### src/rtl/sdram_arbiter.sv
// One-transaction-at-a-time arbiter between N audio clients and the single-port SDRAM bus.
// Round-robin or fixed-priority grant. Every output, including the debug state, comes from a register.
module sdram_arbiter #(
  parameter int NUM_CLIENTS = 5,
  parameter int ADDR_W      = 23,
  parameter int DATA_W      = 32,
  parameter int RR_MODE     = 1
) (
  input  logic                          i_clk,
  input  logic                          i_rst_n,
  input  logic [NUM_CLIENTS-1:0]        client_read,
  input  logic [NUM_CLIENTS-1:0]        client_write,
  input  logic [NUM_CLIENTS*ADDR_W-1:0] client_addr,
  input  logic [NUM_CLIENTS*DATA_W-1:0] client_writedata,
  output logic [NUM_CLIENTS-1:0]        client_finished,
  output logic [DATA_W-1:0]             client_readdata,
  output logic                          sdram_read,
  output logic                          sdram_write,
  output logic [ADDR_W-1:0]             sdram_addr,
  output logic [DATA_W-1:0]             sdram_writedata,
  input  logic [DATA_W-1:0]             sdram_readdata,
  input  logic                          sdram_finished,
  output logic [2:0]                    grant_idx,
  output logic                          busy,
  output logic                          protocol_error,
  output logic [1:0]                    dbg_state
);

  typedef enum logic [1:0] {ST_IDLE = 2'd0, ST_BUSY = 2'd1, ST_GAP = 2'd2} state_t;

  localparam logic [2:0] LAST_IDX = 3'(NUM_CLIENTS - 1);

  state_t                 state;
  logic [2:0]             rr_ptr;
  logic [7:0]             req_ext;
  logic                   win_found;
  logic [2:0]             win_idx;
  logic [ADDR_W-1:0]      win_addr;
  logic [DATA_W-1:0]      win_wdata;
  logic                   win_rd;
  logic                   win_wr;
  logic [NUM_CLIENTS-1:0] fin_onehot;

  assign dbg_state = state;

  always_comb begin
    req_ext = '0;
    req_ext[NUM_CLIENTS-1:0] = client_read | client_write;
  end

  // Search upward from rr_ptr with wrap; rr_ptr stays 0 in fixed-priority mode,
  // so the same loop yields "lowest index wins".
  always_comb begin
    logic [3:0] sum;
    sum       = '0;
    win_found = 1'b0;
    win_idx   = '0;
    for (int i = 0; i < NUM_CLIENTS; i++) begin
      sum = {1'b0, rr_ptr} + 4'(i);
      if (sum > {1'b0, LAST_IDX}) sum = sum - 4'(NUM_CLIENTS);
      if (!win_found && req_ext[sum[2:0]]) begin
        win_found = 1'b1;
        win_idx   = sum[2:0];
      end
    end
  end

  always_comb begin
    win_addr   = '0;
    win_wdata  = '0;
    win_rd     = 1'b0;
    win_wr     = 1'b0;
    fin_onehot = '0;
    for (int k = 0; k < NUM_CLIENTS; k++) begin
      if (win_idx == 3'(k)) begin
        win_addr  = client_addr[k*ADDR_W +: ADDR_W];
        win_wdata = client_writedata[k*DATA_W +: DATA_W];
        win_rd    = client_read[k];
        win_wr    = client_write[k];
      end
      fin_onehot[k] = (grant_idx == 3'(k));
    end
  end

  always_ff @(posedge i_clk) begin
    if (!i_rst_n) begin
      state           <= ST_IDLE;
      rr_ptr          <= '0;
      client_finished <= '0;
      client_readdata <= '0;
      sdram_read      <= 1'b0;
      sdram_write     <= 1'b0;
      sdram_addr      <= '0;
      sdram_writedata <= '0;
      grant_idx       <= '0;
      busy            <= 1'b0;
      protocol_error  <= 1'b0;
    end else begin
      case (state)
        ST_IDLE: begin
          client_finished <= '0;
          if (win_found) begin
            grant_idx       <= win_idx;
            sdram_addr      <= win_addr;
            sdram_writedata <= win_wdata;
            // A client asserting both ops gets a write and is flagged.
            sdram_write     <= win_wr;
            sdram_read      <= win_rd & ~win_wr;
            if (win_rd && win_wr) protocol_error <= 1'b1;
            busy            <= 1'b1;
            state           <= ST_BUSY;
          end
        end
        ST_BUSY: begin
          if (sdram_finished) begin
            sdram_read      <= 1'b0;
            sdram_write     <= 1'b0;
            client_finished <= fin_onehot;
            if (sdram_read) client_readdata <= sdram_readdata;
            if (RR_MODE != 0) rr_ptr <= (grant_idx == LAST_IDX) ? 3'd0 : grant_idx + 3'd1;
            state           <= ST_GAP;
          end
        end
        ST_GAP: begin
          client_finished <= '0;
          busy            <= 1'b0;
          state           <= ST_IDLE;
        end
        default: state <= ST_IDLE;
      endcase
    end
  end

endmodule

### config.mk
export PLATFORM = sky130hd
export DESIGN_NAME = sdram_arbiter
export DESIGN_NICKNAME = d
export VERILOG_FILES = /design/src/rtl/sdram_arbiter.sv
export SDC_FILE = /design/constraint.sdc
export NUM_CORES = 1
export LEC_CHECK = 0
export ABC_AREA = 1
export BUFFER_PORTS_ARGS = -buffer_cell sky130_fd_sc_hd__clkbuf_2
export CAP_MARGIN = 20
export CORE_MARGIN = 8
export CORE_UTILIZATION = 25
export DETAILED_ROUTE_END_ITERATION = 16
export PLACE_DENSITY = 0.54
export SYNTH_ARGS = -nofsm -noshare
export SYNTH_HDL_FRONTEND = slang
export SYNTH_SLANG_ARGS = --single-unit
### constraint.sdc
create_clock -name i_clk -period 3.4 [get_ports i_clk]
set_input_delay 0.17 -clock i_clk [delete_from_list [all_inputs] [get_ports i_clk]]
set_output_delay 0.17 -clock i_clk [all_outputs]
set_load 0.02 [all_outputs]
==> results of run 1 <==
[cell type report]
type | instances | area (um^2)
Timing Repair Buffer | 493 | 2860
Multi-Input combinational cell | 938 | 4280
Clock buffer | 9 | 225
Tap cell | 341 | 427
Fill cell | 2999 | 16700
Sequential cell | 104 | 2080
Clock inverter | 7 | 63.8
Inverter | 53 | 209
[layout by cell type, fill, tap and decap left out, drive strengths merged, types with 2 or more instances in the layout]
cell / netlist / routed
clkbuf: 26 / 433
nand2: 425 / 425
nor2: 200 / 200
nand3: 107 / 107
dfxtp: 104 / 104
o21ai: 102 / 102
a21oi: 69 / 69
buf: 37 / 69
inv: 52 / 55
ha: 17 / 17
nand4: 5 / 5
clkinv: 1 / 3
o31ai: 3 / 3
a211oi: 2 / 2
clkinvlp: 0 / 2
nor3: 2 / 2
[state kept, by name (all words and copies together) (netlist names)]
| signal | cells |
|---|---|
| busy | 1 |
| client_finished | 5 |
| client_readdata | 32 |
| dbg_state | 2 |
| grant_idx | 3 |
| protocol_error | 1 |
| rr_ptr | 3 |
| sdram_addr | 23 |
| sdram_read | 1 |
| sdram_write | 1 |
| sdram_writedata | 32 |
[routing by layer]
metal / GRT usage (%) / wire, um / up-vias
li1: - / - / 4574
met1: 22.0 / 13700 / 3949
met2: 31.7 / 15700 / 376
met3: 4.97 / 2510 / 57
met4: 6.71 / 1170 / 0
met5: 0 / 0 / -
[kinds of logic after synthesis]
logic type               after synthesis  synth area share (%)
adder cells (fa/ha/maj)               17                  3.14
flip-flops                           104                  30.7
XOR/XNOR                               2                 0.258
buffers and inverters                116                  7.60
AND/OR/NAND/NOR                      740                  44.7
AO/OA/AOI/OAI                        179                  13.6
[power by group through the flow]
stage          registers [mW]  logic [mW]  clock network, mW
6_report                 1.72        4.59               1.04
5_1_grt                  1.76        5.07               1.15
4_1_cts                  1.72        4.23               1.09
3_5_place_dp             1.75        4.21                  0
3_3_place_gp             1.74        4.18                  0
2_1_floorplan            2.10        2.27                  0
[worst paths after layout]
check	endpoint	slack (ns)
setup / recovery	sdram_writedata[1]$_SDFFE_PN0P_	0.24
hold / removal	client_readdata[9]$_SDFFE_PN0P_	0.07
setup reg to reg	sdram_writedata[1]$_SDFFE_PN0P_	0.24
hold reg to reg	protocol_error$_SDFFE_PN0P_	0.45
[critical path: stages (launching register included)]
cell and delay [ns]:
dfxtp_1 0.36, inv_2 0.07, buf_4 0.16, ha_1 0.32
xnor2_1 0.14, o21ai_2 0.27, nor3_2 0.08, inv_2 0.06
nand2_2 0.08, nor2_4 0.16, buf_4 0.14, nand3_2 0.06
inv_2 0.09, nand2_4 0.06, nand2_4 0.08, buf_6 0.15
nor3_4 0.06, buf_12 0.13, clkbuf_16 0.20, nand2_1 0.08
nand2_1 0.04, o21ai_0 0.16, a21oi_1 0.08
[through the flow]
stage / area [um^2] / std cells / setup TNS [ns] / power [mW]
2_1_floorplan: 6780 / 1158 / 0 / 4.37
3_3_place_gp: 9580 / 1919 / -14.58 / 5.92
3_5_place_dp: 9600 / 1920 / -0.805 / 5.96
5_1_grt: 10100 / 1945 / -0.0749 / 7.99
6_report: 10100 / 1945 / 0 / 7.35
4_1_cts: 9890 / 1936 / 0 / 7.05
[what timing repair did]
action	CTS	global route
cloned	0	4
resized for setup	2	29
setup endpoints to repair	55	58
endpoints found under the hold margin	0	0
buffers inserted	0	5
hold buffers	0	0
pin swaps	0	7
==> impl_metrics.env, run 1 <==
export IMPL_post_route_drc_count=0
export IMPL_period_needed_ns=3.16
export IMPL_ios=421
export IMPL_startpoint="rr_ptr[1]$_SDFFE_PN0P_"
export IMPL_cts_root_buf="clkbuf_16"
export IMPL_grt_antenna_before_repair=0
export IMPL_async_reset_ff_share_pct=0
export IMPL_setup_ws_ns=0.239
export IMPL_timing_clock_skew_ns=0.00909
export IMPL_synth_distinct_cells=34
export IMPL_fmax_mhz=316
export IMPL_utilization_pct=37.9
export IMPL_viasPerCell=4.60
export IMPL_synth_top_area_share_pct=30.7
export IMPL_p_leak_nw=5.35
export IMPL_critPathMaxFanout=24
export IMPL_cap_violations=0
export IMPL_sequentialPowerShare_pct=23.3
export IMPL_status="complete, no violations"
export IMPL_die_h_um=181
export IMPL_grtUsageTotal_pct=18.5
export IMPL_rsz0062_at_grt="yes"
export IMPL_cts_tree="yes"
export IMPL_hpwl_mm=25.4
export IMPL_synth_top_cell_by_area="dfxtp_1"
export IMPL_finalCritPeriodShare_pct=93.0
export IMPL_totalWireLength_mm=33.0
export IMPL_synth_nets=1495
export IMPL_dr_pass1_iters=5
export IMPL_seq_area_frac_synth_pct=30.7
export IMPL_swShare_pct=48.9
export IMPL_die_area_um2=32700
export IMPL_grt_start_max_net_pins=74
export IMPL_synthCells=1158
export IMPL_grt_first_pass_wirelength_mm=49.3
export IMPL_combPwrFrac_pct=62.5
export IMPL_die_w_um=181
export IMPL_globalplace_congestion=0.910
export IMPL_grt_overflow_total=0
export IMPL_path_class="flip-flop to flip-flop"
export IMPL_synth_avg_cell_area_um2=5.86
export IMPL_n_antenna_cell=0
export IMPL_core_area_um2=26800
export IMPL_hold_ws_ns=0.0735
export IMPL_clkTransAtPathRegs_ns=0.08
export IMPL_initial_core_util_pct=25.3
export IMPL_clock_latency_ns=0.35
export IMPL_required_ns=3.63
export IMPL_setup_violations=0
export IMPL_ys_seq_elements=104
export IMPL_synth_commonest_cells="414 x nand2_1, 195 x nor2_1, 104 x dfxtp_1"
export IMPL_r2r_start="rr_ptr[1]$_SDFFE_PN0P_"
export IMPL_io_buffers=420
export IMPL_ant_nets=0
export IMPL_numCtsBuffers=9
export IMPL_p_sw_mw=3.59
export IMPL_pwr_share_clk_pct=14.2
export IMPL_worst_pin_slew_ns=0.986
export IMPL_yosys_most_used_dff="dfxtp_1"
export IMPL_drt_iter0_drc=414
export IMPL_hold_class="input port to flip-flop"
export IMPL_drive_above_1_share_pct=35.4
export IMPL_synth_area_leaders="dfxtp_1 31%, nand2_1 23%, nor2_1 11%"
export IMPL_crit_path_start_kind="flip-flop"
export IMPL_dpl_worst_slack_ns=-0.0962
export IMPL_synth_area_um2=6780
export IMPL_wire_per_inst_um=17.0
export IMPL_cts_path_max_buffers=2
export IMPL_powerDensity_nw_per_um2=725
export IMPL_cp_arrival_ns=3.40
export IMPL_rows=60
export IMPL_intPower_mw=3.76
export IMPL_num_vias=8956
export IMPL_cp_end_kind="flip-flop"
export IMPL_worstHoldStart="sdram_readdata[9]"
export IMPL_grt_pass1_vias=9054
export IMPL_timing_slew_headroom_pct=34.2
export IMPL_num_nets_final=1936
export IMPL_h_tree_depth=3
export IMPL_yosysWarnings=0
export IMPL_synth_edf_count=0
export IMPL_area_growth_pct=49.6
export IMPL_yosysMostFrequentCell="nand2_1"
export IMPL_hold_depth=3
export IMPL_cts_sinks=104
export IMPL_slew_violations=0
export IMPL_r2r_worst_path_cells=22
export IMPL_irDropWorstVdd_mv=0.318
export IMPL_hold_viol_final=0
Note: power is estimated with default switching activity, not from simulation.
==> run 2: changes to the inputs <==
--- a/config.mk
+++ b/config.mk
@@ -5,7 +5,6 @@
 export SDC_FILE = /design/constraint.sdc
 export NUM_CORES = 1
 export LEC_CHECK = 0
-export ABC_AREA = 1
 export BUFFER_PORTS_ARGS = -buffer_cell sky130_fd_sc_hd__clkbuf_2
 export CAP_MARGIN = 20
 export CORE_MARGIN = 8
==> run 2 against run 1 <==
Effect of this change: the run now ends with setup timing left; combinational power decreased by 55%; count of clock-buffer cells in the layout increased by 1; register-to-register slack got worse by 0.54 ns; clock power about the same; worst hold slack got worse by 0.035 ns; non-clock buffer count increased by 31; setup slack got worse by 0.54 ns; first-iteration DRC count decreased by 7.7%; largest cell class unchanged; highest routed layer unchanged.
==> impl_metrics.env, run 2 <==
export IMPL_status="complete, but fails checks"
export IMPL_violations="setup timing"
export IMPL_swShare_pct=34.7
export IMPL_synth_commonest_cells="104 x dfxtp_1, 84 x nand2_1, 62 x and2_1"
export IMPL_grt_use_met2_pct=33.2
export IMPL_h_tree_depth=3
export IMPL_ctsHoldBuffers=0
export IMPL_ys_seq_elements=104
export IMPL_grt_antenna_before_repair=2
export IMPL_synth_area_leaders="dfxtp_1 32%, mux4_2 18%, a221o_1 8.5%"
export IMPL_drive_above_1_share_pct=60.6
export IMPL_hold_class="input port to flip-flop"
export IMPL_combPwrFrac_pct=45.4
export IMPL_pwr_share_clk_pct=22.5
export IMPL_die_h_um=177
export IMPL_cts_sinks=104
export IMPL_cts_tree="yes"
export IMPL_async_reset_ff_share_pct=0
export IMPL_r2r_start="rr_ptr[1]$_SDFFE_PN0P_"
export IMPL_globalplace_congestion=0.952
export IMPL_sequentialPowerShare_pct=32.1
export IMPL_postPlaceCellArea_um2=9660
export IMPL_worstHoldStart="client_addr[98]"
export IMPL_synth_distinct_cells=69
export IMPL_synth_avg_cell_area_um2=10.3
export IMPL_drt_iter0_drc=382
export IMPL_grtUsageMet3_pct=4.72
export IMPL_intPower_mw=3.00
export IMPL_worst_pin_slew_ns=0.466
export IMPL_grt_start_max_net_pins=48
export IMPL_min_to="sdram_addr[6]$_SDFFE_PN0P_"
export IMPL_synth_edf_count=0
export IMPL_slew_violations=0
export IMPL_powerDensity_nw_per_um2=436
export IMPL_p_sw_mw=1.60
export IMPL_clock_latency_ns=0.35
export IMPL_required_ns=3.63
export IMPL_cp_end_kind="flip-flop"
export IMPL_setup_ws_ns=-0.300
export IMPL_final_common_cell="clkbuf_2"
export IMPL_rsz0062_at_grt="yes"
export IMPL_period_needed_ns=3.70
export IMPL_dr_pass1_iters=6
export IMPL_grt_busiest_layer="met2"
export IMPL_irDropWorstVdd_mv=0.225
export IMPL_die_area_um2=31500
export IMPL_timing_clock_skew_ns=0.0147
export IMPL_fmax_mhz=270
export IMPL_area_growth_pct=61.9
export IMPL_rrSetupSlack_ns=-0.30
export IMPL_viasPerCell=4.95
export IMPL_utilization_pct=40.8
export IMPL_grt_pass1_vias=7322
export IMPL_hold_depth=2
export IMPL_p_leak_nw=4.88
export IMPL_initial_core_util_pct=25.2
export IMPL_cts_root_buf="clkbuf_16"
export IMPL_clkTransAtPathRegs_ns=0.08
export IMPL_crit_path_start_kind="flip-flop"
export IMPL_grt_first_pass_wirelength_mm=45.6
export IMPL_hpwl_mm=26.1
export IMPL_seq_area_frac_synth_pct=32.0
export IMPL_fin_area_um2=10500
export IMPL_synth_top_cell_by_area="dfxtp_1"
export IMPL_numCtsBuffers=9
export IMPL_gr_usage_met1_pct=22.6
export IMPL_die_w_um=177
export IMPL_rows=59
export IMPL_core_area_um2=25800
export IMPL_timing_slew_headroom_pct=68.9
export IMPL_ant_nets=0
export IMPL_synth_area_um2=6510
export IMPL_io_buffers=420
export IMPL_cts_path_max_buffers=2
export IMPL_grt_overflow_total=0
export IMPL_critPathMaxFanout=8
export IMPL_synth_nets=969
export IMPL_post_route_drc_count=0
export IMPL_finalCritPeriodShare_pct=109
export IMPL_totalWireLength_mm=31.9
export IMPL_ios=421
export IMPL_yosysWarnings=0
export IMPL_reg_top3="client_readdata x32, sdram_writedata x32, sdram_addr x23"
export IMPL_synth_top_area_share_pct=32.0
export IMPL_hold_ws_ns=0.0386
export IMPL_dpl_worst_slack_ns=-0.331
export IMPL_wire_per_inst_um=21.9
export IMPL_yosys_most_used_dff="dfxtp_1"
export IMPL_yosysMostFrequentCell="dfxtp_1"
export IMPL_cap_violations=0
export IMPL_grtUsageTotal_pct=18.9
export IMPL_synthCells=632
export IMPL_setup_violations=58
export IMPL_path_class="flip-flop to flip-flop"
export IMPL_num_nets_final=1455
export IMPL_timing_rr_end="sdram_addr[15]$_SDFFE_PN0P_"
export IMPL_layout_common_cells="420 x clkbuf_2, 101 x dfxtp_1, 83 x nand2_1"
export IMPL_finalPower_mw=4.59
export IMPL_num_vias=7221
export IMPL_hold_viol_final=0
export IMPL_cp_arrival_ns=3.93
export IMPL_r2r_worst_path_cells=16
run 2: changes by cell type after synthesis, moves of 26 or more:
cell	previous run	this run
a21boi_0	0	35
a21oi_1	69	17
a221o_1	0	55
and2_1	0	62
inv_1	36	10
mux4_2	0	52
nand2_1	414	84
nand3_1	103	8
nor2_1	195	18
o21ai_0	45	7
o21ai_1	56	2
run 2: power by group through the flow:
stage	sequential [mW]	clock (mW)	combinational (mW)
2_1_floorplan	1.67	0	0.899
3_3_place_gp	1.50	0	1.85
3_5_place_dp	1.50	0	1.87
4_1_cts	1.48	1.07	2.01
5_1_grt	1.50	1.12	2.23
6_report	1.48	1.03	2.08
run 2: metal layers:
metal  vias up  share of wire, %
li1       3389                 -
met1      3506                39
met2       286                51
met3        40               7.6
met4         0               2.4
met5         -                 0
run 2: worst max-delay path by stage:
| stage | start | to |
|---|---|---|
| 4_1_cts | rr_ptr[1]$_SDFFE_PN0P_ | sdram_addr[9]$_SDFFE_PN0P_ |
| 2_1_floorplan | rr_ptr[0]$_SDFFE_PN0P_ | sdram_addr[10]$_SDFFE_PN0P_ |
| 3_3_place_gp | rr_ptr[1]$_SDFFE_PN0P_ | sdram_read$_SDFFE_PN0P_ |
| 3_5_place_dp | rr_ptr[1]$_SDFFE_PN0P_ | sdram_addr[21]$_SDFFE_PN0P_ |
| 5_1_grt | rr_ptr[1]$_SDFFE_PN0P_ | sdram_addr[17]$_SDFFE_PN0P_ |
| 6_report | rr_ptr[1]$_SDFFE_PN0P_ | sdram_addr[15]$_SDFFE_PN0P_ |
run 2: area by class of cell:
class | count | area (um^2)
antenna | 2 | 5.00
inverter | 11 | 46.3
timing repair buffer | 524 | 3200
tap | 335 | 419
sequential | 104 | 2090
clock inverter | 6 | 47.5
multi-input combinational | 468 | 4510
clock buffer | 10 | 229
fill | 2599 | 15300
run 2: metrics by stage:
step,setup TNS [ns],instances
6_report,-13.25,1460
5_1_grt,-22.09,1460
4_1_cts,-14.32,1451
3_5_place_dp,-14.85,1421
3_3_place_gp,-14.15,1421
2_1_floorplan,-11.24,632
run 2: logic make-up after synthesis:
group           Yosys count  share of synthesized area (%)
flops                   104                           32.0
mux                      68                           21.3
xor+xnor                  4                          0.538
buf+inv                  60                           4.92
compound gates          161                           20.7
fa+ha+maj                17                           3.27
simple gates            218                           17.3
run 2: worst max-delay path, stage by stage, from the launching register on:
cell and delay [ns]:
dfxtp_4 0.41, inv_4 0.06, ha_4 0.15, buf_6 0.11, ha_4 0.31, nand2b_4 0.08
and3_4 0.20, nor2_4 0.12, and3_4 0.19, nor2_2 0.04, o311a_4 0.37, o22ai_4 0.25
buf_12 0.20, clkbuf_16 0.18, mux4_2 0.49, and2_4 0.16, a221o_1 0.25
run 2: what timing repair did:
item / 4_1_cts / 5_1_grt
setup buffers: 12 / 6
setup endpoints to repair: 58 / 58
pin swaps: 18 / 27
cloned: 2 / 2
gates resized for setup: 43 / 45
==> run 3: changes to the inputs <==
--- a/config.mk
+++ b/config.mk
@@ -7,10 +7,10 @@
 export LEC_CHECK = 0
 export BUFFER_PORTS_ARGS = -buffer_cell sky130_fd_sc_hd__clkbuf_2
 export CAP_MARGIN = 20
-export CORE_MARGIN = 8
-export CORE_UTILIZATION = 25
+export CORE_AREA = 8 8 156 158
 export DETAILED_ROUTE_END_ITERATION = 16
-export PLACE_DENSITY = 0.54
+export DIE_AREA = 0 0 164 166
+export PLACE_DENSITY = 0.62
 export SYNTH_ARGS = -nofsm -noshare
 export SYNTH_HDL_FRONTEND = slang
 export SYNTH_SLANG_ARGS = --single-unit
==> run 3 against run 2 <==
Effect of this change: the flow still finishes with violations (setup timing); combinational power is 3% lower; cell count decreased by 3.3%; non-clock buffer count increased by 3; setup slack got worse by 0.024 ns; count of clock-buffer cells in the layout stayed put; sequential share of layout area increased by 0.28 points; first-iteration DRC count grew 14%; register-to-register slack lost 0.02 ns; worst hold slack worse by 0.0097 ns; largest power group unchanged.
==> impl_metrics.env, run 3 (same netlist as run 2, synthesis figures left out) <==
export IMPL_cap_violations=0
export IMPL_timing_slew_headroom_pct=63.0
export IMPL_status="complete, but fails checks"
export IMPL_num_vias=7239
export IMPL_crit_chain="inv_4 -> ha_4 -> or3b_4 -> and2_4 -> o311a_4 -> a21oi_4 -> buf_6 -> and4_4 -> nand3b_4 -> o22ai_4 -> buf_12 -> buf_12 -> mux4_2 -> and2_4 -> a221o_1"
export IMPL_setup_tns_ns=-15.78
export IMPL_cts_sinks=104
export IMPL_path_class="flip-flop to flip-flop"
export IMPL_worstHoldStart="client_writedata[129]"
export IMPL_utilization_pct=47.1
export IMPL_dr_pass1_iters=5
export IMPL_reg_top3="client_readdata x32, sdram_writedata x32, sdram_addr x23"
export IMPL_fillers=2122
export IMPL_ios=421
export IMPL_grt_first_pass_wirelength_mm=43.8
export IMPL_hold_viol_final=0
export IMPL_worst_pin_slew_ns=0.554
export IMPL_multiInputGateArea_um2=4470
export IMPL_ctsHoldBuffers=0
export IMPL_grt_antenna_before_repair=2
export IMPL_cp_arrival_ns=3.96
export IMPL_grt_start_max_net_pins=48
export IMPL_h_tree_depth=3
export IMPL_r2r_start="rr_ptr[2]$_SDFFE_PN0P_"
export IMPL_crit_path_start_kind="flip-flop"
export IMPL_fin_area_um2=10400
export IMPL_grt_pass1_vias=7299
export IMPL_globalplace_congestion=0.906
export IMPL_seqCellArea_um2=2090
export IMPL_hold_depth=2
export IMPL_setup_violations=58
export IMPL_area_growth_pct=59.8
export IMPL_r2r_worst_path_cells=15
export IMPL_rsz0062_at_grt="yes"
export IMPL_hpwl_mm=24.7
export IMPL_die_w_um=164
export IMPL_clock_latency_ns=0.35
export IMPL_postPlaceCellArea_um2=9590
export IMPL_required_ns=3.64
export IMPL_powerDensity_nw_per_um2=443
export IMPL_layout_common_cells="420 x clkbuf_2, 101 x dfxtp_1, 82 x buf_4"
export IMPL_numCtsBuffers=9
export IMPL_rows=55
export IMPL_cp_slowest_cell="mux4_2"
export IMPL_cp_end_kind="flip-flop"
export IMPL_setup_ws_ns=-0.324
export IMPL_num_nets_final=1458
export IMPL_drt_iter0_drc=434
export IMPL_final_common_cell="clkbuf_2"
export IMPL_irDropWorstVdd_mv=0.199
export IMPL_cts_path_max_buffers=2
export IMPL_ant_nets=0
export IMPL_totalWireLength_mm=30.4
export IMPL_dpl_worst_slack_ns=-0.295
export IMPL_critPathMaxFanout=8
export IMPL_grt_overflow_total=0
export IMPL_fmax_mhz=269
export IMPL_die_h_um=166
export IMPL_slew_violations=0
export IMPL_drive_above_1_share_pct=60.2
export IMPL_rrSetupSlack_ns=-0.32
export IMPL_cts_root_buf="clkbuf_16"
export IMPL_hold_ws_ns=0.0289
export IMPL_finalCritPeriodShare_pct=110
export IMPL_hold_class="input port to flip-flop"
export IMPL_core_area_um2=22100
export IMPL_die_area_um2=27200
export IMPL_timing_rr_end="sdram_addr[14]$_SDFFE_PN0P_"
export IMPL_grtUsageTotal_pct=20.8
export IMPL_clkTransAtPathRegs_ns=0.08
export IMPL_period_needed_ns=3.72
export IMPL_min_to="sdram_writedata[1]$_SDFFE_PN0P_"
export IMPL_max_stage_delay_ns=0.51
export IMPL_viasPerCell=5.13
export IMPL_io_buffers=420
export IMPL_p_leak_nw=4.87
export IMPL_violations="setup timing"
export IMPL_initial_core_util_pct=29.5
export IMPL_cts_tree="yes"
export IMPL_wire_per_inst_um=21.5
export IMPL_post_route_drc_count=0
export IMPL_timing_clock_skew_ns=0.0124
==> run 3: through the flow <==
step | cells | power [mW]
detailed placement | 1376 | 3.34
finish | 1412 | 4.61
floorplan | 632 | 2.57
global placement | 1376 | 3.32
global route | 1411 | 4.85
CTS | 1395 | 4.51
==> run 3: how the worst max path moves through the flow <==
stage	from	endpoint	slack [ns]	cells after the start
CTS	rr_ptr[1]$_SDFFE_PN0P_	sdram_addr[14]$_SDFFE_PN0P_	-0.25	13
detailed placement	rr_ptr[2]$_SDFFE_PN0P_	sdram_addr[1]$_SDFFE_PN0P_	-0.29	14
finish	rr_ptr[2]$_SDFFE_PN0P_	sdram_addr[14]$_SDFFE_PN0P_	-0.32	15
floorplan	rr_ptr[0]$_SDFFE_PN0P_	sdram_addr[10]$_SDFFE_PN0P_	-0.28	17
global route	rr_ptr[1]$_SDFFE_PN0P_	sdram_addr[14]$_SDFFE_PN0P_	-0.47	15
global placement	rr_ptr[2]$_SDFFE_PN0P_	sdram_writedata[28]$_SDFFE_PN0P_	-0.25	14
==> run 3: area by class of cell <==
class / count / area share [%]
antenna: 1 / 0.0240
clock buffer: 10 / 2.30
clock inverter: 6 / 0.697
inverter: 11 / 0.445
multi-input combinational: 468 / 43.0
sequential: 104 / 20.1
tap: 285 / 3.43
timing repair buffer: 527 / 30.0
==> run 3: worst max-delay path, delay by kind of cell (launching register included) <==
kind	cells	cell delay [ns]
adder cells (fa/ha/maj)	1	0.14
AND/OR/NAND/NOR	5	1.06
multiplexers	1	0.51
buffers and inverters	4	0.52
AO/OA/AOI/OAI	4	1.00
flip-flops	1	0.36
==> run 3: repair_timing <==
action                     in CTS  in global routing
buffers inserted                3                 13
gates resized for setup        24                 48
pin swaps                       1                 27
cloned                          0                  3
setup endpoints to repair      58                 58
==> run 3: layer usage <==
layer	track usage (%)	routed length, um	vias up
met5	0	9	-
met4	7.51	881	2
met3	5.50	2990	46
met2	34.5	14500	362
met1	25.4	12000	3441
li1	-	-	3388
==> run 3: power breakdown <==
part           switching (mW)  internal, mW
Sequential              0.108          1.37
Clock                   0.518         0.602
Combinational           0.947          1.06
